[config.mk]
export PLATFORM = sky130hd
export DESIGN_NAME = vram_write_scheduler
export DESIGN_NICKNAME = d
export VERILOG_FILES = /design/src/rtl/vram_write_scheduler.sv
export SDC_FILE = /design/constraint.sdc
export NUM_CORES = 1
export LEC_CHECK = 0
export BUFFER_PORTS_ARGS = -buffer_cell sky130_fd_sc_hd__buf_2
export CAP_MARGIN = 20
export CELL_PAD_IN_SITES_DETAIL_PLACEMENT = 1
export CELL_PAD_IN_SITES_GLOBAL_PLACEMENT = 1
export CORE_ASPECT_RATIO = 1.75
export CORE_MARGIN = 2
export CORE_UTILIZATION = 44
export DETAILED_ROUTE_END_ITERATION = 8
export GPL_TIMING_DRIVEN = 0
export PLACE_DENSITY_LB_ADDON = 0.1
export SETUP_SLACK_MARGIN = 0.1
export SLEW_MARGIN = 40
export SYNTH_ARGS = -nofsm -noshare
export SYNTH_HDL_FRONTEND = slang
export SYNTH_SLANG_ARGS = --single-unit
export TNS_END_PERCENT = 1
[constraint.sdc]
create_clock -name clk -period 3 [get_ports clk]
set_input_delay 0.45 -clock clk [delete_from_list [all_inputs] [get_ports clk]]
set_output_delay 0.45 -clock clk [all_outputs]
set_load 0.01 [all_outputs]
[src/rtl/vram_write_scheduler.sv]
// vram_write_scheduler
//
// Shares the single VRAM port between the VGA pixel-fetch path and an
// update writer. Write requests go into a small FIFO at any time. They are
// drained only inside the vertical-blanking write window, so the display
// read path keeps every cycle of the visible region. The block also emits a
// one-cycle frame-boundary tick.
//
// Ports
//   clk, reset       : system clock, synchronous active-high reset
//   H_counter        : horizontal position, 0..3199 (4 clocks per pixel)
//   V_counter        : vertical line, 0..520
//   pix_addr         : display-path read address
//   wr_valid/ready   : write-request handshake (wr_addr, wr_data)
//   mem_addr/we/wdata: registered VRAM port
//   frame_tick       : one-cycle pulse after the last clock of a frame
//   pending          : FIFO occupancy
//   sched_state      : 0 DISPLAY, 1 BLANK_IDLE, 2 WRITE
module vram_write_scheduler #(
    parameter int ADDR_W = 15,
    parameter int DATA_W = 3,
    parameter int DEPTH  = 4
) (
    input  logic                     clk,
    input  logic                     reset,
    input  logic [11:0]              H_counter,
    input  logic [9:0]               V_counter,
    input  logic [ADDR_W-1:0]        pix_addr,
    input  logic                     wr_valid,
    output logic                     wr_ready,
    input  logic [ADDR_W-1:0]        wr_addr,
    input  logic [DATA_W-1:0]        wr_data,
    output logic [ADDR_W-1:0]        mem_addr,
    output logic                     mem_we,
    output logic [DATA_W-1:0]        mem_wdata,
    output logic                     frame_tick,
    output logic [$clog2(DEPTH):0]   pending,
    output logic [1:0]               sched_state
);

    localparam int PTR_W = $clog2(DEPTH);
    localparam logic [PTR_W:0] FULL_COUNT = (PTR_W+1)'(DEPTH);

    typedef enum logic [1:0] {
        S_DISPLAY    = 2'd0,
        S_BLANK_IDLE = 2'd1,
        S_WRITE      = 2'd2
    } state_t;

    state_t state_p1;
    state_t state_next;

    // FIFO storage is pure datapath: entries are qualified by the pointers
    // and count, so it carries no reset.
    logic [ADDR_W-1:0] fifo_addr [DEPTH];
    logic [DATA_W-1:0] fifo_data [DEPTH];
    logic [PTR_W-1:0]  rd_ptr_p1;
    logic [PTR_W-1:0]  wr_ptr_p1;
    logic [PTR_W:0]    count_p1;

    logic [ADDR_W-1:0] mem_addr_p1;
    logic              vld_p1;
    logic [DATA_W-1:0] mem_wdata_p1;
    logic              frame_tick_p1;

    logic win_p0;
    logic push_p0;
    logic pop_p0;
    logic last_clk_p0;

    // Stage p0: window decode and FIFO handshakes from the current counters.
    // The final 8 clocks of line 520 stay closed so display prefetch owns them.
    assign win_p0      = (V_counter >= 10'd480) &&
                         !(V_counter == 10'd520 && H_counter >= 12'd3192);
    assign last_clk_p0 = (V_counter == 10'd520) && (H_counter == 12'd3199);

    // Ready comes from the registered count only, so a full FIFO stays
    // not-ready even in a cycle that pops.
    assign wr_ready = (count_p1 != FULL_COUNT);
    assign push_p0  = wr_valid && wr_ready;
    // Popping from the registered count means a push into an empty FIFO is
    // visible to the drain logic one cycle later.
    assign pop_p0   = win_p0 && (count_p1 != '0);

    always_ff @(posedge clk) begin
        if (push_p0) begin
            fifo_addr[wr_ptr_p1] <= wr_addr;
            fifo_data[wr_ptr_p1] <= wr_data;
        end
    end

    always_ff @(posedge clk) begin
        if (reset) begin
            rd_ptr_p1 <= '0;
            wr_ptr_p1 <= '0;
            count_p1  <= '0;
        end else begin
            if (push_p0) begin
                wr_ptr_p1 <= wr_ptr_p1 + PTR_W'(1);
            end
            if (pop_p0) begin
                rd_ptr_p1 <= rd_ptr_p1 + PTR_W'(1);
            end
            case ({push_p0, pop_p0})
                2'b10:   count_p1 <= count_p1 + (PTR_W+1)'(1);
                2'b01:   count_p1 <= count_p1 - (PTR_W+1)'(1);
                default: count_p1 <= count_p1;
            endcase
        end
    end

    always_comb begin
        state_next = S_DISPLAY;
        if (pop_p0) begin
            state_next = S_WRITE;
        end else if (win_p0) begin
            state_next = S_BLANK_IDLE;
        end
    end

    always_ff @(posedge clk) begin
        if (reset) begin
            state_p1 <= S_DISPLAY;
        end else begin
            state_p1 <= state_next;
        end
    end

    // Stage p1: registered VRAM port and frame tick.
    // Write data holds its last value on read cycles.
    always_ff @(posedge clk) begin
        if (reset) begin
            mem_addr_p1   <= '0;
            vld_p1        <= 1'b0;
            mem_wdata_p1  <= '0;
            frame_tick_p1 <= 1'b0;
        end else begin
            frame_tick_p1 <= last_clk_p0;
            vld_p1        <= pop_p0;
            if (pop_p0) begin
                mem_addr_p1  <= fifo_addr[rd_ptr_p1];
                mem_wdata_p1 <= fifo_data[rd_ptr_p1];
            end else begin
                mem_addr_p1  <= pix_addr;
            end
        end
    end

    assign mem_addr    = mem_addr_p1;
    assign mem_we      = vld_p1;
    assign mem_wdata   = mem_wdata_p1;
    assign frame_tick  = frame_tick_p1;
    assign pending     = count_p1;
    assign sched_state = state_p1;

endmodule
==> results.md <==
Routing:
- Wires add up to 8.21 mm.
- The first detailed-routing pass ran for 4 iterations.
- The count of nets left with antenna violations once routing finished came out at 0.
- Dividing the detail-routed via count by the number of cells gives 5.26.
- After detailed routing, the average wire length per cell comes to 17.7 um.
- The total number of vias is 2434.
- The initial DRC count is 102.
- The total DRC errors in the routed layout is 0.

Power:
- The leakage power is 1.76 nW.
- Across the VDD grid, the largest voltage drop is 422 uV.
- The share of total power dissipated in sequential elements is 0.476.
- Of the total power, combinational logic draws 0.221.
- The share of total power consumed by net switching is 0.271.
- The internal power of the cells totals 2.76 mW.
- The power density over the cells is 791 nW/um2.
- The portion of total power attributed to the clock network is 0.303.
- The overall power is 3.79 mW.
- The power dissipated by switching net loads is 1.03 mW.

STA:
- The final-report max-slew violation count is 0.
- The remaining max-slew budget at the tightest pin is 0.582.
- The maximum clock skew at final layout is 0.00837 ns.
- The worst hold margin is 0.320 ns.
- Setup repair after global routing left no endpoint under its margin.
- Setup violations remaining at the end of the flow were counted as 0.
- The post-route clock period utilization is 0.834.
- For the pin with the worst max-slew slack, the measured transition is 0.627 ns.
- The timing-limited maximum frequency is 400 MHz.
- Setup total negative slack on the finished layout was measured at 0 ns.
- The final number of hold-violating endpoints is 0.
- The worst path in the final design needs a cycle of 2.50 ns, including I/O delays and setup.

Yosys:
- Synthesis inferred 102 register bits.
- Counting flops with a built-in enable in the synthesized netlist gives 72.
- The share of synthesized area in the top cell type comes to 0.551.
- The primary flip-flop cell chosen by synthesis mapping is sky130_fd_sc_hd__edfxtp_1.
- By count the netlist is led by 72 x sky130_fd_sc_hd__edfxtp_1, 30 x sky130_fd_sc_hd__dfxtp_1, 24 x sky130_fd_sc_hd__a21oi_1.
- In the post-synthesis netlist, the biggest area contributors are sky130_fd_sc_hd__edfxtp_1 55%, sky130_fd_sc_hd__dfxtp_1 15%, sky130_fd_sc_hd__mux4_2 10%, sky130_fd_sc_hd__a21oi_1 3.1%, sky130_fd_sc_hd__o21ai_0 2.6%.
- sky130_fd_sc_hd__edfxtp_1 is the most common cell in the netlist.
- The sequential share of the synthesized area is 0.705.
- The number of library cell types mapped by synthesis is 33.
- The async set-or-reset flop fraction in the synthesized netlist is 0.
- In the synthesized netlist, the number of instances is 247.
- The net count of the mapped netlist is 311.
- The cell taking the most area after synthesis is sky130_fd_sc_hd__edfxtp_1.
- Summing every instance area after synthesis gives 3920 um2.
- The synthesized area per cell is 15.9 um2.
- The synthesis warning total is 0.

Layout:
- The count of inserted antenna diode cells is 0.
- At the end of the flow, the number of nets in the layout was 405.
- The area growth from synthesis to layout is 22.3%.
- In the final layout, the share of cells above drive strength 1 is 0.379.
- Once layout is complete, the utilization of the core stands at 0.553.
- Fill cells in the final layout number 910.
- The final standard cell count with taps included and fillers excluded is 463.

Status:
- The run finished with clean final reports.

Critical path:
- STA classifies the critical path endpoint as a flop.
- For the worst setup path, the data required time is 3.27 ns.
- The critical path launch point type is an input port.
- The endpoint arrival time on the critical path is 2.77 ns.
- The destination of the worst register-to-register timing path is pending[2].
- The setup path with the least slack is of type input port to flop.
- The worst register-to-register path begins at pending[2].
- Of all nets on the critical path, the largest fanout is 10.
- The register-to-register setup slack is 0.54 ns.
- The number of cells on the worst reg-to-reg path is 10.

Global route:
- The number of antenna violations at the first check in global routing is 0.
- The remaining global-route overflow is 0.
- In the global route stage, overall resource usage came out at 0.179.
- The first global-routing pass estimated 12.5 mm of wire.
- The number of global-route vias before repair was 2517.
- Entering global routing, the biggest net connects 19 pins.

Placed design:
- The port buffer count is 83.
- Once placement completed, the tool counted placed cells totaling 447.
- The detailed placer's ending HPWL is 5.82 mm.
- The congestion estimate from routability-driven global placement came to 0.704.

Floorplanning:
- The floorplan step defined a die boundary enclosing 9710 um2.
- In this run the vertical extent of the chip is 129 um.
- The region available for standard cell placement spans 8670 um2.
- The initial standard-cell utilization of the core is 0.452.
- The total number of placement rows is 45.
- 84 I/O pins were placed.
- The floorplan step set the die width to 75.4 um.

Worst hold path:
- Counting instances, the worst hold path has a depth of 1.
- The min-delay analysis places its worst path in the category input port to flop.
- The startpoint identified for the worst hold timing path is wr_addr[10].
- The destination of the worst hold path is fifo_addr[1][10].

CTS:
- The number of clock buffers inserted by TritonCTS is 9.
- The post-cts resize count is 0.
- The maximum root-to-sink buffer count is 2.
- TritonCTS built the clock tree.
- Buffers inserted to repair hold after CTS numbered 0.
- The clock transition time at the flip-flop clock pins of the worst setup and hold paths is 0.07 ns.
- In this run the number of H-tree levels came out at 3.
- For this design, the sink count on the clock tree is 102.
- The insertion delay of the later-clocked pin in the worst-skew pair is 0.34 ns.
- The post-CTS setup repair buffer count is 0.
- The tree is rooted in a sky130_fd_sc_hd__clkbuf_16.

Job:
- The number of violations of the max-capacitance limit is 0.
[sequential cells by signal, indices dropped and copies added, names as in the netlist, 2 cells and up, named ones only]
register / count
mem_wdata: 3
sched_state: 2
fifo_addr: 60
wr_ptr_p1: 2
mem_addr: 15
pending: 3
rd_ptr_p1: 2
fifo_data: 12
[area by class of cell]
type                    count  area [um2]  area share
repair buffers             83         415      0.0866
clock inverters             3        25.0     0.00522
well taps                 117         146      0.0305
flip-flops and latches    102        2760       0.576
plain buffers              14        61.3      0.0128
clock buffers              13         282      0.0587
inverters                   7        26.3     0.00548
multi-input cells         124        1080       0.224
[cell families after synthesis]
logic type | share of synthesized area
muxes | 0.103
xor gates and xnor gates | 0.00670
and+or+nand+nor | 0.0743
DFF | 0.705
buffers and inverters | 0.0223
adders and majority gates | 0.0211
AOI/OAI and AO/OA | 0.0676
[cells in the final DEF, fill, tap and decap left out, types with 2 or more instances in the layout]
cell	synthesis	layout
sky130_fd_sc_hd__a21oi_1	24	24
sky130_fd_sc_hd__and2_1	2	2
sky130_fd_sc_hd__and3_2	0	4
sky130_fd_sc_hd__buf_1	2	2
sky130_fd_sc_hd__buf_2	4	87
sky130_fd_sc_hd__clkbuf_1	7	8
sky130_fd_sc_hd__clkbuf_16	0	10
sky130_fd_sc_hd__clkbuf_8	0	2
sky130_fd_sc_hd__dfxtp_1	30	30
sky130_fd_sc_hd__edfxtp_1	72	72
sky130_fd_sc_hd__ha_1	5	5
sky130_fd_sc_hd__inv_1	7	7
sky130_fd_sc_hd__mux4_2	18	18
sky130_fd_sc_hd__nand2_1	4	4
sky130_fd_sc_hd__nand3_1	19	19
sky130_fd_sc_hd__nor2_1	5	5
sky130_fd_sc_hd__nor3_1	3	3
sky130_fd_sc_hd__nor4b_2	2	2
sky130_fd_sc_hd__o21ai_0	20	20
sky130_fd_sc_hd__or3_1	3	3
sky130_fd_sc_hd__xor2_1	2	2
[layer usage]
metal / global-route usage / vias up / part of all wire
li1: - / 1147 / -
met1: 0.197 / 1201 / 0.38
met2: 0.319 / 75 / 0.55
met3: 0.0470 / 11 / 0.049
met4: 0.0671 / 0 / 0.017
met5: 0 / - / 0
[critical path: stages]
cell and delay (ns):
sky130_fd_sc_hd__buf_2 0.10, sky130_fd_sc_hd__or3_4 0.39, sky130_fd_sc_hd__o2111a_2 0.30, sky130_fd_sc_hd__buf_2 0.20
sky130_fd_sc_hd__nor2_1 0.12, sky130_fd_sc_hd__ha_1 0.19, sky130_fd_sc_hd__inv_1 0.06, sky130_fd_sc_hd__fa_1 0.37
sky130_fd_sc_hd__xor2_1 0.15, sky130_fd_sc_hd__or3_1 0.30, sky130_fd_sc_hd__a21oi_1 0.13
[power by group through the flow]
stage	clock, mW	sequential [mW]	combinational [mW]
floorplan	0	1.85	0.525
global placement	0	1.83	0.844
detailed placement	0	1.84	0.860
CTS	1.18	1.81	0.863
global route	1.22	1.83	0.936
finish	1.15	1.80	0.837
[through the flow]
step,setup slack (ns),area (um2)
2_1_floorplan,0.409,3920
3_3_place_gp,0.184,4480
3_5_place_dp,0.133,4490
4_1_cts,0.493,4790
5_1_grt,0.341,4790
6_report,0.499,4790
[how the worst max path moves through the flow]
| stage | from | end | slack, ns |
|---|---|---|---|
| after global routing | pending[2] | pending[2] | 0.34 |
| final | H_counter[9] | pending[2] | 0.50 |
| after global placement | H_counter[9] | pending[2] | 0.18 |
| after detailed placement | H_counter[9] | pending[2] | 0.13 |
| after CTS | H_counter[9] | pending[2] | 0.49 |
| after floorplan | H_counter[9] | pending[2] | 0.41 |
Power figures use the tool's default switching activity.
